`config.mk`:
```
export PLATFORM = sky130hd
export DESIGN_NAME = bram_stream_reader
export DESIGN_NICKNAME = d
export VERILOG_FILES = /design/src/rtl/bram_stream_reader.sv
export SDC_FILE = /design/constraint.sdc
export NUM_CORES = 1
export LEC_CHECK = 0
export ABC_AREA = 1
export BUFFER_PORTS_ARGS = -buffer_cell sky130_fd_sc_hd__buf_2
export CAP_MARGIN = 20
export CORE_UTILIZATION = 61
export DETAILED_ROUTE_END_ITERATION = 8
export PLACE_DENSITY = 0.91
export SLEW_MARGIN = 20
export SYNTH_ARGS = -nofsm -noshare
export SYNTH_HDL_FRONTEND = slang
export SYNTH_SLANG_ARGS = --single-unit
```
`constraint.sdc`:
```
create_clock -name clk_i -period 4.4 [get_ports clk_i]
set_input_delay 0.22 -clock clk_i [delete_from_list [all_inputs] [get_ports clk_i]]
set_output_delay 0.22 -clock clk_i [all_outputs]
set_load 0.05 [all_outputs]
```
`src/rtl/bram_stream_reader.sv`:
```
// ============================================================================
// Module      : bram_stream_reader
// Description : Reads len_i words from a synchronous BRAM starting at
//               base_addr_i and emits them as a valid/ready stream through a
//               2-entry skid FIFO. Define BRAM_READER_LAST_EN to drive m_last_o.
// Revision    : 1.0 - initial release
// ============================================================================
`default_nettype none

module bram_stream_reader #(
    parameter int RAM_WIDTH     = 8,
    parameter int RAM_ADDR_BITS = 10
) (
    input  logic                     clk_i,
    input  logic                     arstn_i,
    input  logic                     start_i,
    input  logic [RAM_ADDR_BITS-1:0] base_addr_i,
    input  logic [RAM_ADDR_BITS:0]   len_i,
    output logic                     busy_o,
    output logic                     done_o,
    output logic                     bram_en_o,
    output logic                     bram_we_o,
    output logic [RAM_ADDR_BITS-1:0] bram_addr_o,
    input  logic [RAM_WIDTH-1:0]     bram_rdata_i,
    output logic [RAM_WIDTH-1:0]     m_data_o,
    output logic                     m_valid_o,
    input  logic                     m_ready_i,
    output logic                     m_last_o
);

    typedef enum logic [1:0] {
        ST_IDLE  = 2'd0,
        ST_READ  = 2'd1,
        ST_DRAIN = 2'd2
    } state_t;

    localparam logic [RAM_ADDR_BITS-1:0] c_addr_one = 1;
    localparam logic [RAM_ADDR_BITS:0]   c_cnt_one  = 1;

    state_t                   r_state;
    state_t                   w_state_nxt;
    logic [RAM_ADDR_BITS-1:0] r_addr;
    logic [RAM_ADDR_BITS:0]   r_issue_left;
    logic [RAM_ADDR_BITS:0]   r_beat_left;
    logic                     r_inflight;
    logic [RAM_WIDTH-1:0]     r_fifo [2];
    logic                     r_wptr;
    logic                     r_rptr;
    logic [1:0]               r_count;
    logic                     r_done;

    logic                     w_pop;
    logic                     w_issue;
    logic                     w_start;
    logic                     w_start_zero;
    logic                     w_last_pop;
    logic [2:0]               w_level;

    assign w_pop      = (r_count != 2'd0) && m_ready_i;
    assign w_last_pop = w_pop && (r_beat_left == c_cnt_one);
    // Words already buffered plus the one whose data is still on its way back.
    assign w_level    = {1'b0, r_count} + {2'b00, r_inflight};

    always_ff @(posedge clk_i or negedge arstn_i) begin
        if (!arstn_i) begin
            r_state <= ST_IDLE;
        end else begin
            r_state <= w_state_nxt;
        end
    end

    always_comb begin
        w_state_nxt  = r_state;
        w_issue      = 1'b0;
        w_start      = 1'b0;
        w_start_zero = 1'b0;
        case (r_state)
            ST_IDLE: begin
                if (start_i) begin
                    if (len_i != '0) begin
                        w_start     = 1'b1;
                        w_state_nxt = ST_READ;
                    end else begin
                        w_start_zero = 1'b1;
                    end
                end
            end
            ST_READ: begin
                // A beat leaving this cycle frees one slot for a new request.
                w_issue = (w_level < (3'd2 + {2'b00, w_pop}));
                if (w_issue && (r_issue_left == c_cnt_one)) begin
                    w_state_nxt = ST_DRAIN;
                end
            end
            ST_DRAIN: begin
                if (w_last_pop) begin
                    w_state_nxt = ST_IDLE;
                end
            end
            default: begin
                w_state_nxt = ST_IDLE;
            end
        endcase
    end

    always_ff @(posedge clk_i or negedge arstn_i) begin
        if (!arstn_i) begin
            r_addr       <= '0;
            r_issue_left <= '0;
            r_beat_left  <= '0;
            r_inflight   <= 1'b0;
            r_fifo[0]    <= '0;
            r_fifo[1]    <= '0;
            r_wptr       <= 1'b0;
            r_rptr       <= 1'b0;
            r_count      <= 2'd0;
            r_done       <= 1'b0;
        end else begin
            r_done     <= w_start_zero || w_last_pop;
            r_inflight <= w_issue;

            if (w_start) begin
                r_addr       <= base_addr_i;
                r_issue_left <= len_i;
                r_beat_left  <= len_i;
            end else begin
                if (w_issue) begin
                    r_addr       <= r_addr + c_addr_one;
                    r_issue_left <= r_issue_left - c_cnt_one;
                end
                if (w_pop) begin
                    r_beat_left <= r_beat_left - c_cnt_one;
                end
            end

            if (r_inflight) begin
                r_fifo[r_wptr] <= bram_rdata_i;
                r_wptr         <= ~r_wptr;
            end
            if (w_pop) begin
                r_rptr <= ~r_rptr;
            end

            case ({r_inflight, w_pop})
                2'b10:   r_count <= r_count + 2'd1;
                2'b01:   r_count <= r_count - 2'd1;
                default: r_count <= r_count;
            endcase
        end
    end

    assign busy_o      = (r_state != ST_IDLE);
    assign done_o      = r_done;
    assign bram_en_o   = w_issue;
    assign bram_we_o   = 1'b0;
    assign bram_addr_o = r_addr;
    assign m_data_o    = r_fifo[r_rptr];
    assign m_valid_o   = (r_count != 2'd0);

`ifdef BRAM_READER_LAST_EN
    assign m_last_o = m_valid_o && (r_beat_left == c_cnt_one);
`else
    assign m_last_o = 1'b0;
`endif

endmodule

`default_nettype wire

```
==> summary.txt <==
Synth
  • Cells after Synth: 475
  • Synth Register Bits: 56
  • Synth top area cells: dfrtp_1 (41%), nand2_1 (16%), nand3_1 (13%)
  • Cell accounting for the most synthesized area: dfrtp_1
  • Yosys cell types: 31
  • Top-count cell post-synth: nand2_1
  • Mapped Area: 3420 sq um
  • Seq/Total Area, Yosys: 0.410
  • Post-synth EDFFs: 0
  • Synth top area share: 0.410
  • Syn Area/Cell: 7.20 sq um
  • List of most frequent post-synthesis cells: nand2_1 (147), nand3_1 (89), dfrtp_1 (56)
  • Ys Warns: 0
  • FFs w/ async S/R, synth: 1.00
  • Post-synth top flop: dfrtp_1

Clock network
  • Post-CTS setup buffer count: 0
  • Clock Tree Root: clkbuf_8
  • TritonCTS buffer count: 5
  • H-tree depth: 2
  • Skew-Pair Late Insertion Delay: 0.32 ns
  • Clock sinks: 56
  • Worst-path clk slew: 0.10 ns
  • Hold_buf cts: 0
  • Post_cts resized: 0
  • Bufs on Longest Clock Path: 2
  • CTS tree: yes

Run status
  • Status: finished clean

Critical path
  • Slowest-stage cell, CP: dfrtp_1
  • Data arrival, critical path: 2.20 ns
  • Worst setup path class: register to primary output
  • Critical Path RT: 4.18 ns
  • Critical path peak fanout: 19
  • Worst path max stage delay: 0.45 ns
  • R2r setup slk: 2.39 ns
  • CP Launch Type: register
  • Worst Setup End Kind: primary output
  • Worst-path cell chain: ha_1 > inv_1 > nand3_2 > nand2_2 > nand3_4 > inv_4 > buf_2

GRT
  • Largest net degree at the start of global routing: 57
  • Overflow after GRT: 0
  • Vias in the first global route: 2,952
  • Initial antenna violation count: 0
  • First-pass GRT wire length: 13,600 um
  • Gr usage total: 0.291

Layout
  • Final net count: 563
  • Synth-to-Final Area Change: 10.2%
  • ANT cells: 0
  • Layout filler cell count: 418
  • Share of layout cells above drive strength 1: 0.149

Routing
  • Routed Antenna Nets: 0
  • Pre-antenna DRT Iters: 5
  • Vias after detailed routing: 3,225
  • DRT iter0 DRCs: 260
  • Wire per inst: 13.3 um
  • Drc violations: 0
  • Wirelength, routed: 7880 um
  • Vias per inst: 5.44

Power and ir drop
  • Static leakage: 2.10 nW
  • Seq pwr share: 0.331
  • Sw power: 1.66 mW
  • Clk pwr share: 0.099
  • Switching Share: 0.542
  • Pint: 1.41 mW
  • P per Cell Area: 814 nW/um^2
  • Logic gate share of total power: 0.569
  • Worst vdd ir: 0.443 mV

Timing
  • Max-slew violation count: 0
  • Min cycle time layout: 2.43 ns
  • Total Neg Setup Slack: 0 ns
  • Fin crit share: 0.551
  • Worst slew margin: 0.534
  • RSZ-0062 raised after global routing: false
  • Final Hold Viols: 0
  • Fmax: 412 MHz
  • Final setup vio count: 0
  • Clock skew: 0.00622 ns
  • Slew @ Worst Pin: 0.698 ns
  • Worst hold slack: 0.0184 ns

Floorplan
  • Die area: 5910 sq um
  • Core Area: 5240 sq um
  • Die width: 76.9 um
  • Die height: 76.9 um
  • Cell row count: 26
  • Initial Util: 0.653
  • I/O Pins: 57

Placed design
  • Dpl hpwl: 5600 um
  • I/O Buffers: 54
  • GP Congestion: 0.959

Worst hold path
  • Worst hold path type: input port to asynchronous set/reset pin

Job
  • MaxCap Viol Count: 0
## critical path, delay by kind of cell (launching register included)
| family | cells | cell delay, ns |
|---|---|---|
| flops | 1 | 0.45 |
| simple gates | 3 | 0.46 |
| buf+inv | 3 | 0.68 |
| fa+ha+maj | 1 | 0.29 |
## cell usage in the layout (no fill, tap or decap), drive strengths merged
| cell | count |
|---|---|
| inv | 58 |
| clkbuf | 6 |
| nor3 | 2 |
| nand2 | 152 |
| clkinv | 2 |
| xnor2 | 2 |
| ha | 8 |
| or2 | 2 |
| nor2 | 39 |
| nand3b | 2 |
| conb | 2 |
| a21oi | 4 |
| buf | 55 |
| nand3 | 91 |
| dfrtp | 56 |
| nand4 | 7 |
| xor2 | 11 |
| o21ai | 24 |
## through the flow
stage / total power [mW] / util / instance area, sq um / instances / worst slack (ns)
final: 3.07 / 0.720 / 3770 / 593 / 1.98
after global routing: 3.33 / 0.720 / 3770 / 593 / 1.89
after CTS: 3.06 / 0.720 / 3770 / 593 / 1.99
after detailed placement: 2.76 / 0.701 / 3670 / 585 / 2.36
after global placement: 2.67 / 0.701 / 3670 / 585 / 2.42
after floorplan: 2.38 / - / 3420 / 476 / 2.69
## flip-flops by register name, indices dropped and copies added (netlist names)
signal and count:
bram_addr_o 10, done_o 1, r_beat_left 11, r_count 2, r_fifo 16, r_inflight 1
r_issue_left 11, r_rptr 1, r_state 2, r_wptr 1
## layout make-up
cell class                 count  area [sq um]  share of cell area
multi-input combinational    346          1690               0.447
timing repair buffer          55           278              0.0737
inverter                      58           220              0.0584
clock inverter                 2          13.8             0.00365
tap                           70          87.6              0.0232
sequential                    56          1400               0.372
clock buffer                   6          82.6              0.0219
## metal layers
layer | up-vias | share of wire | GRT usage
li1 | 1597 | - | -
met1 | 1501 | 0.43 | 0.375
met2 | 112 | 0.49 | 0.488
met3 | 15 | 0.050 | 0.0405
met4 | 0 | 0.024 | 0.125
met5 | - | 0 | 0
## path summary, 6_finish.rpt
check,start,cells after the start,end
min in group clk_i,base_addr_i[8],3,bram_addr_o[8]$_DFFE_PN0P_
worst max register to register,r_count[1]$_DFFE_PN0P_,8,r_count[1]$_DFFE_PN0P_
worst min-delay path,arstn_i,2,r_fifo[12]$_DFFE_PN0P_
max in group asynchronous,arstn_i,2,bram_addr_o[9]$_DFFE_PN0P_
worst min register to register,r_fifo[13]$_DFFE_PN0P_,2,r_fifo[13]$_DFFE_PN0P_
worst max-delay path,r_count[0]$_DFFE_PN0P_,7,bram_en_o
## logic make-up (layout without fill, tap and decap cells)
family / Yosys count / after routing / synth area share
flip-flops: 56 / 56 / 0.410
AND/OR/NAND/NOR: 295 / 295 / 0.386
other: 1 / 2 / 0.00110
buffers and inverters: 74 / 121 / 0.0981
XOR/XNOR: 13 / 13 / 0.0333
adder cells (fa/ha/maj): 8 / 8 / 0.0293
AO/OA/AOI/OAI: 28 / 28 / 0.0421
## power groups by stage
stage | clock network, mW | logic, mW | registers, mW
after floorplan | 0 | 1.27 | 1.11
after global placement | 0 | 1.66 | 1.00
after detailed placement | 0 | 1.74 | 1.02
after CTS | 0.308 | 1.75 | 1.01
after global routing | 0.326 | 1.94 | 1.06
final | 0.305 | 1.75 | 1.02
(Power assumes the default switching activity.)
